[src/rtl/if_pcgen.sv]
// rtl/if_pcgen.sv - instruction fetch PC generator with single-outstanding request handshake (option: ADEF_CHECK_EN)
module if_pcgen (
  input  logic        clk,
  input  logic        resetn,
  input  logic        br_taken,
  input  logic [31:0] br_target,
  output logic        inst_req,
  output logic [31:0] inst_addr,
  input  logic        inst_addr_ok,
  input  logic        inst_data_ok,
  input  logic [31:0] inst_rdata,
  input  logic        id_allowin,
  output logic        fs_valid,
  output logic [31:0] fs_pc,
  output logic [31:0] fs_inst,
  output logic        fs_adef
);

  localparam logic [1:0] S_REQ  = 2'd0;
  localparam logic [1:0] S_WAIT = 2'd1;
  localparam logic [1:0] S_HOLD = 2'd2;

  localparam logic [31:0] RESET_PC = 32'h1C00_0000;

  logic [1:0]  state;
  logic [31:0] pc;
  logic        discard;
  // Low for the first cycle after reset release so no request overlaps reset.
  logic        run;
  logic        misaligned;

`ifdef ADEF_CHECK_EN
  assign misaligned = (pc[1:0] != 2'b00);
`else
  assign misaligned = 1'b0;
`endif

  logic in_req;
  logic addr_acc;
  logic adef_take;

  assign in_req    = run && (state == S_REQ);
  assign inst_req  = in_req && !misaligned;
  assign inst_addr = pc;
  assign addr_acc  = inst_req && inst_addr_ok;
  assign adef_take = in_req && misaligned;

  // Fetch FSM: branch redirect outranks every other event in every state.
  always_ff @(posedge clk or negedge resetn) begin
    if (!resetn) begin
      state    <= S_REQ;
      pc       <= RESET_PC;
      discard  <= 1'b0;
      run      <= 1'b0;
      fs_valid <= 1'b0;
      fs_pc    <= 32'h0;
      fs_inst  <= 32'h0;
      fs_adef  <= 1'b0;
    end else begin
      run <= 1'b1;
      case (state)
        S_REQ: begin
          if (br_taken) begin
            pc <= br_target;
            if (addr_acc) begin
              discard <= 1'b1;
              state   <= S_WAIT;
            end
          end else if (adef_take) begin
            fs_valid <= 1'b1;
            fs_pc    <= pc;
            fs_inst  <= 32'h0;
            fs_adef  <= 1'b1;
            state    <= S_HOLD;
          end else if (addr_acc) begin
            state <= S_WAIT;
          end
        end
        S_WAIT: begin
          if (br_taken) begin
            pc <= br_target;
            if (inst_data_ok) begin
              discard <= 1'b0;
              state   <= S_REQ;
            end else begin
              discard <= 1'b1;
            end
          end else if (inst_data_ok) begin
            if (discard) begin
              discard <= 1'b0;
              state   <= S_REQ;
            end else begin
              fs_valid <= 1'b1;
              fs_pc    <= pc;
              fs_inst  <= inst_rdata;
              fs_adef  <= 1'b0;
              state    <= S_HOLD;
            end
          end
        end
        S_HOLD: begin
          if (br_taken) begin
            pc       <= br_target;
            fs_valid <= 1'b0;
            state    <= S_REQ;
          end else if (id_allowin) begin
            pc       <= pc + 32'd4;
            fs_valid <= 1'b0;
            state    <= S_REQ;
          end
        end
        default: begin
          state   <= S_REQ;
          discard <= 1'b0;
        end
      endcase
    end
  end

endmodule
[config.mk]
export PLATFORM = sky130hd
export DESIGN_NAME = if_pcgen
export DESIGN_NICKNAME = d
export VERILOG_FILES = /design/src/rtl/if_pcgen.sv
export SDC_FILE = /design/constraint.sdc
export NUM_CORES = 1
export LEC_CHECK = 0
export ABC_AREA = 0
export BUFFER_PORTS_ARGS = -buffer_cell sky130_fd_sc_hd__buf_2
export CORE_MARGIN = 4
export CORE_UTILIZATION = 28
export CTS_CLUSTER_DIAMETER = 100
export DETAILED_ROUTE_END_ITERATION = 7
export PLACE_DENSITY_LB_ADDON = 0.25
export SETUP_SLACK_MARGIN = 0.1
export SYNTH_ARGS = -nofsm -noshare
export SYNTH_HDL_FRONTEND = slang
export SYNTH_SLANG_ARGS = --single-unit
[constraint.sdc]
create_clock -name clk -period 2.5 [get_ports clk]
set_input_delay 0 -clock clk [delete_from_list [all_inputs] [get_ports clk]]
set_output_delay 0 -clock clk [all_outputs]
set_load 0.05 [all_outputs]
== Word level (Yosys, flattened, before mapping) ==
Cells that the tools add are included.
Word-level totals
  register bits after elaboration: 101
  input bits: 70
  output and inout bits: 99
  logic and storage cells: 56
Cells by class
  $add $sub $neg: 1
  equal/unequal tests: 10
  muxes and demuxes: 24
  bitwise logic cells: 3
  reductions and logical operators: 11
Operator list (number)
  32-bit two-way mux: 3
  32-bit one-hot mux with 2 select lines: 1
  32-bit by 3-bit adder with 32-bit output (second input constant): 1
  2-bit two-way mux: 7
  1-bit two-way mux: 10
  2-bit inequality test (second input constant): 5
  4-bit AND reduction: 2
  3-bit inequality test (second input constant): 2
  2-bit one-hot mux with 3 select lines: 1
  3-bit AND reduction: 2
  5-bit AND reduction: 1
  2-bit nonzero test: 2
  1-bit inverter: 3
  1-bit one-hot mux with 3 select lines: 1
  2-bit by 1-bit equality test with 1-bit output (second input constant): 1
  2-bit equality test (second input constant): 1
  1-bit logical AND: 2
  2-bit zero test: 1
  2-bit by 1-bit inequality test with 1-bit output (second input constant): 1
  1-bit one-hot mux with 2 select lines: 1
  2-bit OR reduction: 1

== Longest topological paths before layout ==
Gate-level depths: netlist of the first run.
  word-level depth: 6
  mapped depth: 8
  gate-level depth less buffers: 6

== Least setup slack after synthesis of the first run ==
Ideal clock, no wire load.
  kind: register to register
  from: reg pc[2] (netlist: inst_addr[2])
  to: reg pc[24] (netlist: inst_addr[24])
  setup time: 0.163 ns
  data arrival time: 2.127 ns
  required time: 2.337 ns
  setup slack: 0.210 ns
  stages on the path, launching flop included: 7
  path buffers: 0
  clock period less this slack: 2.290 ns
  path through: dfrtp_1 -> ha_1 -> nand3_1 -> nor4_4 -> nor3b_4 -> and2_2 -> a311oi_2
Between the ends
  cells in the longest elaborated chain, start to end: 4
RTL lines
  from (decl): line 26  | logic [31:0] pc;
  from (signal assigned): line 64  | pc <= br_target;
  from (signal assigned): line 81  | pc <= br_target;
  from (signal assigned): line 103  | pc <= br_target;
  32-bit by 3-bit adder with 32-bit output: line 107  | pc <= pc + 32'd4;
  32-bit two-way mux: line 106  | end else if (id_allowin) begin
  32-bit two-way mux: line 102  | if (br_taken) begin
  32-bit one-hot mux with 2 select lines: line 61  | case (state)
No other way between the ends. The select of a mux whose other input is x is not followed.
A chain may end at the register's enable or synchronous reset.

== Worst setup path after layout of the first run ==
  from: reg pc[14] (netlist: inst_addr[14])
  to: reg pc[29] (netlist: inst_addr[29])
The elaborated chain is that of the path after synthesis.

==> metrics.md, run 1 <==
| Metric | Value |
|---|---|
| DRT iter0 DRCs | `~130` |
| Worst r2r src | `inst_addr[14]` |
| Flop pwr share | `0.329` |
| Filler Cell Count | `1,544` |
| Delay-heaviest family, CP | `simple AND/OR/NAND/NOR gates` |
| First-pass GRT wire length | `approximately 23,000 um` |
| Clk_lat worst skew | `around 0.35 ns` |
| Number of synthesized flops with an enable pin | `0` |
| Gate power share | `0.464` |
| R2r setup slk | `about 0.51 ns` |
| Pin count of the biggest net entering global routing | `56` |
| Sw frac | `0.470` |
| Worst slew margin relative to its limit | `0.564` |
| Clk pwr share | `0.206` |
| Worst Setup SP | `inst_addr[14]` |
| Setup_tns | `0 ns` |
| HP Start | `br_target[20]` |
| Sink Count | `about 100` |
| Die Wd | `between 100 and 150 um` |
| Buf/Inv on CP | `0` |
| Dpl hpwl | `about 10,000 um` |
| DR vias | `4,033` |
| Stages on worst setup path | `5` |
| ANT nets after route | `0` |
| Die area | `about 0.019 mm2` |
| Final max-slew violation count | `0` |
| CTS tree | `done` |
| Setup WS pre-CTS | `between 0.5 and 0.6 ns` |
| CTS clk-pin slew, worst paths | `~0.070 ns` |
| Syn Inst Count | `between 300 and 400` |
| Hold_ws | `-0.000357 ns` |
| Worst R2R Path Depth | `5` |
| Synthesis Warnings | `0` |
| First drt pass iteration count | `4` |
| Clock H-tree levels | `3` |
| Routability cong. | `0.839` |
| #FFs+latches synth | `101` |
| Total routed wirelength | `14,200 um` |
| Setup violations, final | `0` |
| Final hold vios | `1` |
| Worst vdd ir | `847 uV` |
| Netlist cell types | `51` |
| Max Root-Sink Buffers | `2` |
| Seq/Total Area, Yosys | `0.545` |
| Setup crit end | `inst_addr[29]` |
| Type of the worst min-delay path | `input pin to flop` |
| CTS Buf Count | `9` |
| CP required | `between 2 and 3 ns` |
| Area growth syn-to-layout | `43.2%` |
| CP Launch Type | `flop` |
| Overflow left after global routing | `0` |
| R2r endpoint | `inst_addr[29]` |
| # rows | `46` |
| Clock skew | `roughly 0.006 ns` |
| Status | `finished, violations left` |
| Fmax | `0.502 GHz` |
| Vias in the first global route | `4,295` |
| Prevailing post-synth register cell | `dfrtp_1` |
| CP max FO | `10` |
| Ports | `169` |
| Critical path's most frequent cell | `a311oi_1` |
| RSZ-0062 raised after global routing | `false` |
| CP endpoint kind | `flop` |
| Detailed-route DRC error count | `0` |
| Post-CTS Setup Bufs | `0` |
| Cells along the critical path | `and4_1 > nand3_1 > nor3_1 > a311oi_1 > a311oi_1` |
| # diodes | `0` |
| Nets | `roughly 690` |
| Crit path kind | `flop to flop` |
| Async SR Flop Fraction | `1.00` |
| Violated checks | `negative hold slack` |
| Crit-path slowest cell | `dfrtp_1` |
| Ratio of cells with drive above 1 in the final layout | `0.440` |
| Leakage | `0.00307 uW` |
| Worst path max stage delay | `around 0.51 ns` |
| Final Cell Area | `0.00665 mm2` |
| Vias/cell | `~4.8` |
| Final WS setup | `between 0.5 and 0.6 ns` |
| Crit share post-route | `0.797` |
| Port Buf Inserts | `167` |
| Initial Util | `0.289` |
| P_sw | `~3700 uW` |
| Fin crit period | `approximately 2.0 ns` |
| Worst slew pin tran | `~0.65 ns` |
| Tot GR Track Use | `0.157` |
| Max-cap violations | `0` |
| CTS Root Cell | `clkbuf_16` |
| P_int | `around 4200 uW` |
| Drt wl/cell | `about 17 um` |
| Syn nets | `between 400 and 500` |
| Initial antenna violation count | `1` |
| Cell area power density | `approximately 1200 mW/mm2` |
| Post-DP Area | `around 0.0058 mm2` |
| Crit path DAT | `between 2 and 2.5 ns` |
| Synth Cell Area | `about 0.0046 mm2` |
| Die Span Y | `between 100 and 150 um` |
| Core ar. | `around 0.016 mm2` |
| Mean Syn Cell Area | `around 12 um2` |
-- power by group through the flow --
stage / Clock (uW) / Combinational [uW] / Sequential, uW
after floorplan: 0 / 668 / 4630
after CTS: 1670 / 3690 / 2600
after global placement: 0 / 3590 / 2600
after detailed placement: 0 / 3620 / 2620
after global routing: 1730 / 3840 / 2680
final: 1620 / 3650 / 2590
-- cells in the mapped netlist, types with 2 or more instances --
library cell	number	area, um2
a211oi_1	4	30.0
a21o_1	4	30.0
a21oi_1	20	100
a2bb2oi_1	4	35.0
a311oi_1	5	43.8
a311oi_2	3	45.0
a31oi_1	5	31.3
and2_1	3	18.8
and2_2	2	15.0
and3_1	7	43.8
and4_1	5	43.8
and4_2	2	20.0
buf_2	12	60.1
buf_6	2	22.5
clkbuf_1	7	26.3
conb_1	2	7.51
dfrtp_1	98	2450
dfstp_2	3	78.8
inv_1	6	22.5
mux2_2	64	721
mux2i_1	3	30.0
nand2_1	26	97.6
nand3_1	13	65.1
nand4_1	6	37.5
nor2_1	16	60.1
nor3_1	7	35.0
nor4_1	5	31.3
o21a_1	3	22.5
o21ai_0	22	110
o22a_1	2	17.5
o22ai_1	8	50.1
o311ai_0	2	17.5
or3_1	6	37.5
-- per-layer routing --
layer / GRT usage / wire length, um / part of all wire / vias to the layer above
met2: 0.256 / 6770 / 0.48 / 160
met5: 0 / 13 / 0.00092 / -
met4: 0.0366 / 152 / 0.011 / 2
met1: 0.198 / 5930 / 0.42 / 1950
met3: 0.0596 / 1280 / 0.091 / 14
li1: - / - / - / 1907
-- cell usage in the layout, fill, tap and decap left out, drive strengths merged, types with 8 or more instances in the layout --
cell,netlist,routed
clkbuf,8,11
nand2,26,26
dfrtp,98,98
buf,15,177
nor2,16,16
nand3,14,14
dlygate4sd3,0,56
a21oi,20,20
a311oi,8,8
mux2,64,64
o21ai,22,22
o22ai,8,8
-- kinds of logic (layout without fill, tap and decap cells) --
kind of cell / count (synthesis) / in the layout / share of synthesized area
fa+ha+maj: 1 / 1 / 0.00269
flops: 101 / 101 / 0.545
simple gates: 106 / 106 / 0.129
other cells: 2 / 2 / 0.00162
buf+inv: 29 / 255 / 0.0328
mux: 67 / 67 / 0.162
compound gates: 89 / 89 / 0.127
-- registers in the layout (all words and copies together), names as in the netlist --
register   cells
run            1
inst_addr     32
state          2
fs_inst       32
discard        1
fs_pc         32
fs_valid       1
-- how the worst min path moves through the flow --
stage | to | slack [ns] | cells after the start
finish | inst_addr[20] | -0.0004 | 3
global route | inst_addr[23] | 0.02 | 3
CTS | inst_addr[20] | 0.002 | 3
detailed placement | fs_pc[7] | 0.07 | 1
global placement | fs_pc[7] | 0.06 | 1
floorplan | discard | -0.30 | 0
-- timing repair --
action                                 CTS  global route
resized for setup                        0             0
endpoints found under the hold margin  101             0
hold buffers                            56             0
-- final cells by class --
class,count,area (um2),area share
Clock buffer,11,233,0.0350
Timing Repair Buffer,233,1510,0.227
Multi-Input combinational cell,265,1980,0.297
Tap cell,216,270,0.0406
Sequential cell,101,2530,0.380
Inverter,6,22.5,0.00338
Clock inverter,5,108,0.0162
-- worst min-delay path: cells and delay by family --
kind | cells | cell delay [ns]
buffers and inverters | 1 | 0.08
AOI/OAI and AO/OA | 2 | 0.22
-- through the flow --
stage / cells / power [uW] / util
6_report: 837 / 7870 / 0.414
5_1_grt: 837 / 8250 / 0.414
4_1_cts: 837 / 7970 / 0.414
3_5_place_dp: 765 / 6250 / 0.358
3_3_place_gp: 765 / 6190 / 0.358
2_1_floorplan: 395 / 5300 / -
(Power assumes the default switching activity.)
==> run 2: changes to the inputs <==
==> constraint.sdc (replaced) <==
create_clock -name clk -period 1.9 [get_ports clk]
set_input_delay 0 -clock clk [delete_from_list [all_inputs] [get_ports clk]]
set_output_delay 0 -clock clk [all_outputs]
set_load 0.05 [all_outputs]
==> metrics.md, run 2 (synthesized netlist as in run 1, its figures left out) <==
| Metric | Value |
|---|---|
| Status | `completed` |
| Post-Route M1 WL | `6260 um (+5.6%)` |
| Clk_lat worst skew | `0.35 ns (about the same)` |
| CTS Root Cell | `clkbuf_16` |
| Met3 WL | `1200 um (-6.8%)` |
| Type of the worst min-delay path | `input pin to flop` |
| Crit path DAT | `1.99 ns (-0.25 ns)` |
| Pin count of the biggest net entering global routing | `54 (-3.6%)` |
| FF/Latch Area | `0.00255 mm2 (+0.89%)` |
| Die Wd | `137 um (unchanged)` |
| CP required | `2.14 ns (-0.61 ns)` |
| ANT nets after route | `0 (unchanged)` |
| Buf/Inv on CP | `3 (+3)` |
| Fin util | `0.438 (+0.0234)` |
| CTS Buf Count | `9 (unchanged)` |
| DR vias | `4,189 (+3.9%)` |
| Nets | `718 (+4.5%)` |
| Area of the multi-input gates | `0.00205 mm2 (+3.4%)` |
| Met2 WL | `7080 um (+4.6%)` |
| # diodes | `0 (unchanged)` |
| Inst Count DP | `783 (+2.4%)` |
| Overflow left after global routing | `0 (unchanged)` |
| Delay-heaviest family, CP | `buffers and inverters` |
| Final max-slew violation count | `0 (unchanged)` |
| Die area | `0.0187 mm2 (unchanged)` |
| Ports | `169 (unchanged)` |
| Final WS setup | `0.150 ns (-0.357 ns)` |
| CP max FO | `11 (+1)` |
| Max-cap violations | `0 (unchanged)` |
| Ratio of cells with drive above 1 in the final layout | `0.505 (+0.0650)` |
| Cells along the critical path | `inv_1 > nor4_4 > buf_4 > buf_4 > mux2_2` |
| Fmax | `0.571 GHz (+14%)` |
| Sink Count | `101 (unchanged)` |
| Detailed-route DRC error count | `0 (unchanged)` |
| Initial antenna violation count | `3 (+2)` |
| Tot GR Track Use | `0.160 (+0.00299)` |
| Commonest non-fill, non-tap cell in the layout | `buf_2` |
| Initial Util | `0.289 (unchanged)` |
| Area growth syn-to-layout | `51.3%` |
| Drt wl/cell | `17.0 um (+0.80%)` |
| Port Buf Inserts | `167 (unchanged)` |
| Routability cong. | `0.795 (-5.3%)` |
| Die Span Y | `137 um (unchanged)` |
| Core ar. | `0.0161 mm2 (unchanged)` |
| Filler Cell Count | `1,523 (-1.4%)` |
| Final Cell Area | `0.00703 mm2 (+5.6%)` |
| CTS clk-pin slew, worst paths | `0.07 ns (about the same)` |
| Final hold vios | `0 (-1)` |
| Clock skew | `0.00861 ns (+0.00251 ns)` |
| Worst vdd ir | `1090 uV (+28%)` |
| First-pass GRT wire length | `23,400 um (+1.8%)` |
| DR top layer | `met5` |
| Vias in the first global route | `4,392 (+2.3%)` |
| Setup WS pre-CTS | `0.0807 ns (-0.457 ns)` |
| Crit path kind | `flop to flop` |
| Worst path max stage delay | `0.42 ns (-0.09 ns)` |
| Max Root-Sink Buffers | `2 (unchanged)` |
| Most frequent cells in the layout | `166 x buf_2, 80 x dfrtp_1, 64 x mux2_2` |
| DRT iter0 DRCs | `193 (+45%)` |
| Vias/cell | `4.83 (+0.16%)` |
| Critical path's most frequent cell | `buf_4` |
| Fin crit period | `1.75 ns (-0.243 ns)` |
| # rows | `46 (unchanged)` |
| Total routed wirelength | `14,800 um (+4.5%)` |
| Dpl hpwl | `10,400 um (+2.5%)` |
| Final Total Pwr | `10,600 uW (+35%)` |
| Post-DP Area | `0.00593 mm2 (+3.1%)` |
| Leakage | `0.00322 uW (+5.1%)` |
| CTS tree | `done` |
| Layout Cells excl Fill | `868 (+3.7%)` |
| Worst slew margin relative to its limit | `0.663 (+0.0992)` |
| Crit-path slowest cell | `dfrtp_2` |
| RSZ-0062 raised after global routing | `true` |
| Clock H-tree levels | `3 (unchanged)` |
| Worst slew pin tran | `0.505 ns (-0.149 ns)` |
| Crit share post-route | `0.921 (+0.124)` |
| Cell area power density | `1520 mW/mm2 (+28%)` |
| CP endpoint kind | `flop` |
| First drt pass iteration count | `4 (unchanged)` |
| Setup violations, final | `0 (unchanged)` |
| CP Launch Type | `flop` |
run 2: cell types whose count changed in the layout (fill, tap and decap cells not counted), moves of 2 or more:
cell / change
and4_1: -2
and4_4: +2
buf_4: +27
clkbuf_1: -2
dfrtp_1: -18
dfrtp_2: +18
dlygate4sd3_1: +2
nand3_1: -2
run 2: repair_timing:
item	CTS	global route
setup buffers	6	5
hold buffers	58	0
resized for setup	5	9
setup endpoints to repair	34	83
endpoints found under the hold margin	89	0
pin swaps	4	5
run 2: where the power goes:
part           total [uW]  leakage, uW  switching (uW)  internal, uW
clock                2280     0.000180             853          1430
combinational        4970      0.00184            3620          1350
sequential           3400      0.00120             464          2930
total               10600      0.00322            4930          5720
run 2: area by class of cell:
type | count | share of cell area
clock buffer | 9 | 0.0320
clock inverter | 7 | 0.0208
inverter | 6 | 0.00320
multi-input combinational | 265 | 0.291
sequential | 101 | 0.363
tap | 216 | 0.0384
timing repair buffer | 264 | 0.251
run 2: path summary, 6_finish.rpt:
check	from	endpoint	slack, ns	cells after the start
min in group asynchronous	resetn	fs_pc[8]	0.16	2
max in group asynchronous	resetn	inst_addr[28]	1.05	3
worst max register to register	state[0]	fs_pc[13]	0.15	5
worst min register to register	fs_valid	fs_valid	0.49	1
worst max-delay path	state[0]	fs_pc[13]	0.15	5
worst min-delay path	br_target[20]	inst_addr[20]	0.03	3
run 2: tightest hold or removal path, cell delays in order:
cell,delay (ns)
buf_2,0.10
o22ai_1,0.08
a21oi_1,0.16
run 2: through the flow:
| stage | TNS, ns | hold slack [ns] |
|---|---|---|
| floorplan | -0.181 | -0.296 |
| global placement | 0 | 0.00801 |
| detailed placement | 0 | 0.00682 |
| CTS | 0 | 0.0305 |
| global route | 0 | 0.0443 |
| finish | 0 | 0.0292 |
run 2: layer usage:
metal / vias up / global-route usage
li1: 1977 / -
met1: 2043 / 0.202
met2: 146 / 0.259
met3: 17 / 0.0610
met4: 6 / 0.0399
met5: - / 0
==> run 3: changes to the inputs <==
--- a/config.mk
+++ b/config.mk
@@ -8,11 +8,12 @@
 export ABC_AREA = 0
 export BUFFER_PORTS_ARGS = -buffer_cell sky130_fd_sc_hd__buf_2
 export CORE_MARGIN = 4
-export CORE_UTILIZATION = 28
+export CORE_UTILIZATION = 40
 export CTS_CLUSTER_DIAMETER = 100
 export DETAILED_ROUTE_END_ITERATION = 7
 export PLACE_DENSITY_LB_ADDON = 0.25
 export SETUP_SLACK_MARGIN = 0.1
+export SKIP_LAST_GASP = 1
 export SYNTH_ARGS = -nofsm -noshare
 export SYNTH_HDL_FRONTEND = slang
 export SYNTH_SLANG_ARGS = --single-unit
==> metrics.md, run 3 (synthesized netlist as in run 1, its figures left out) <==
| Metric | Value |
|---|---|
| Core ar. | `0.0114 mm2 (-29%)` |
| Setup WS pre-CTS | `0.0772 ns (-0.00344 ns)` |
| Tot GR Track Use | `0.197 (+0.0372)` |
| Fin crit period | `1.73 ns (-0.0190 ns)` |
| CTS tree | `done` |
| CP required | `2.11 ns (-0.03 ns)` |
| Post-DP Area | `0.00578 mm2 (-2.6%)` |
| CP max FO | `7 (-4)` |
| Dpl hpwl | `8920 um (-14%)` |
| ANT nets after route | `0 (unchanged)` |
| Port Buf Inserts | `167 (unchanged)` |
| First drt pass iteration count | `4 (unchanged)` |
| Status | `completed` |
| FF/Latch Area | `0.00255 mm2 (unchanged)` |
| # rows | `39 (-15%)` |
| Pin count of the biggest net entering global routing | `44 (-19%)` |
| Initial antenna violation count | `2 (-1)` |
| Most frequent cells in the layout | `166 x buf_2, 80 x dfrtp_1, 64 x mux2_2` |
| Commonest non-fill, non-tap cell in the layout | `buf_2` |
| Filler Cell Count | `966 (-37%)` |
| Vias/cell | `5.29 (+9.7%)` |
| Clock skew | `0.00762 ns (-0.000988 ns)` |
| CTS Buf Count | `9 (unchanged)` |
| Initial Util | `0.407 (+0.118)` |
| Worst slew pin tran | `0.506 ns (+0.00137 ns)` |
| Max Root-Sink Buffers | `2 (unchanged)` |
| CP endpoint kind | `flop` |
| DR vias | `4,130 (-1.4%)` |
| Routability cong. | `0.858 (+8.0%)` |
| Ports | `169 (unchanged)` |
| Overflow left after global routing | `0 (unchanged)` |
| P_int | `5170 uW (-9.5%)` |
| Total routed wirelength | `13,200 um (-11%)` |
| Worst slew margin relative to its limit | `0.662 (-0.000912)` |
| Final Cell Area | `0.00671 mm2 (-4.5%)` |
| Crit share post-route | `0.911 (-0.0100)` |
| Gate power share | `0.488 (+0.021)` |
| Area of the multi-input gates | `0.00204 mm2 (-0.18%)` |
| Cell area power density | `1480 mW/mm2 (-2.0%)` |
| Clk_lat worst skew | `0.34 ns (about the same)` |
| First-pass GRT wire length | `20,800 um (-11%)` |
| CTS clk-pin slew, worst paths | `0.07 ns (about the same)` |
| Final Total Pwr | `9960 uW (-6.5%)` |
| Detailed-route DRC error count | `0 (unchanged)` |
| Sink Count | `101 (unchanged)` |
| Area growth syn-to-layout | `44.4%` |
| Drt wl/cell | `16.9 um (-0.84%)` |
| Crit path DAT | `1.94 ns (-0.05 ns)` |
| Leakage | `0.00309 uW (-4.0%)` |
| Sw frac | `0.481 (+0.0176)` |
| Type of the worst min-delay path | `input pin to flop` |
| Die Wd | `116 um (-15%)` |
| Clock H-tree levels | `3 (unchanged)` |
| Final WS setup | `0.169 ns (+0.0190 ns)` |
| Flop pwr share | `0.343 (+0.024)` |
| Clk pwr share | `0.169 (-0.045)` |
| Die Span Y | `116 um (-15%)` |
| DRT iter0 DRCs | `190 (-1.6%)` |
| Final hold vios | `0 (unchanged)` |
| Crit path kind | `flop to flop` |
| Worst vdd ir | `1010 uV (-7.0%)` |
| Setup_tns | `0 ns (unchanged)` |
| Final max-slew violation count | `0 (unchanged)` |
| Fmax | `0.578 GHz (+1.1%)` |
| Die area | `0.0134 mm2 (-28%)` |
| CP Launch Type | `flop` |
| Hold_ws | `0.0117 ns (-0.0175 ns)` |
| RSZ-0062 raised after global routing | `false` |
| Nets | `702 (-2.2%)` |
| Max-cap violations | `0 (unchanged)` |
| P_sw | `4790 uW (-2.9%)` |
| CTS Root Cell | `clkbuf_16` |
| Ratio of cells with drive above 1 in the final layout | `0.492 (-0.0125)` |
| Vias in the first global route | `4,093 (-6.8%)` |
| Setup violations, final | `0 (unchanged)` |
[run 3: changes by cell type in the layout (fill, tap and decap cells not counted), sizes merged]
| cell | change |
|---|---|
| buf | -15 |
| clkbuf | +5 |
| dlygate4sd3 | -1 |
| diode | +1 |
| inv | -1 |
| bufinv | -4 |
[run 3: cell type report]
| type | instances | area share |
|---|---|---|
| Sequential cell | 101 | 0.381 |
| Multi-Input combinational cell | 265 | 0.304 |
| Timing Repair Buffer | 248 | 0.245 |
| Clock buffer | 14 | 0.0379 |
| Tap cell | 143 | 0.0267 |
| Inverter | 6 | 0.00336 |
| Clock inverter | 2 | 0.00149 |
| Antenna cell | 1 | 0.000373 |
[run 3: final timing paths]
kind                                from             to  slack, ns  depth (start not counted)
min in group asynchronous         resetn       fs_pc[8]       0.17                          2
hold reg to reg                 fs_valid       fs_valid       0.49                          1
setup reg to reg           inst_addr[17]  inst_addr[30]       0.17                          6
max in group asynchronous         resetn       state[1]       1.01                          3
hold / removal             br_target[12]  inst_addr[12]       0.01                          3
setup / recovery           inst_addr[17]  inst_addr[30]       0.17                          6
[run 3: worst max-delay path, cell delays in order, from the launching register on]
cell	delay [ns]
dfrtp_2	0.42
and4_1	0.26
nand3_1	0.23
nor3b_4	0.26
buf_6	0.16
and2_4	0.18
a311oi_2	0.09
[run 3: per-layer routing]
layer	vias to the layer above	global-route usage	part of all wire
met4	2	0.0665	0.016
met1	2003	0.253	0.42
met3	15	0.0559	0.088
li1	1942	-	-
met5	-	0	0.00053
met2	168	0.322	0.48
[run 3: metrics by stage]
stage / utilization / cells
4_1_cts: 0.584 / 777
5_1_grt: 0.588 / 780
3_3_place_gp: 0.506 / 700
3_5_place_dp: 0.506 / 700
6_report: 0.588 / 780
2_1_floorplan: - / 395
[run 3: repair_timing]
action	4_1_cts	5_1_grt
pin swaps	1	4
setup buffers	4	2
setup endpoints to repair	50	82
hold buffers	57	0
endpoints found under the hold margin	91	0
gates resized for setup	5	11
[run 3: power groups by stage]
stage	Clock, uW	Sequential (uW)	Combinational, uW
3_5_place_dp	0	3450	4760
4_1_cts	1740	3410	4880
6_report	1690	3420	4860
3_3_place_gp	0	3400	4710
2_1_floorplan	0	6110	883
5_1_grt	1850	3520	5090
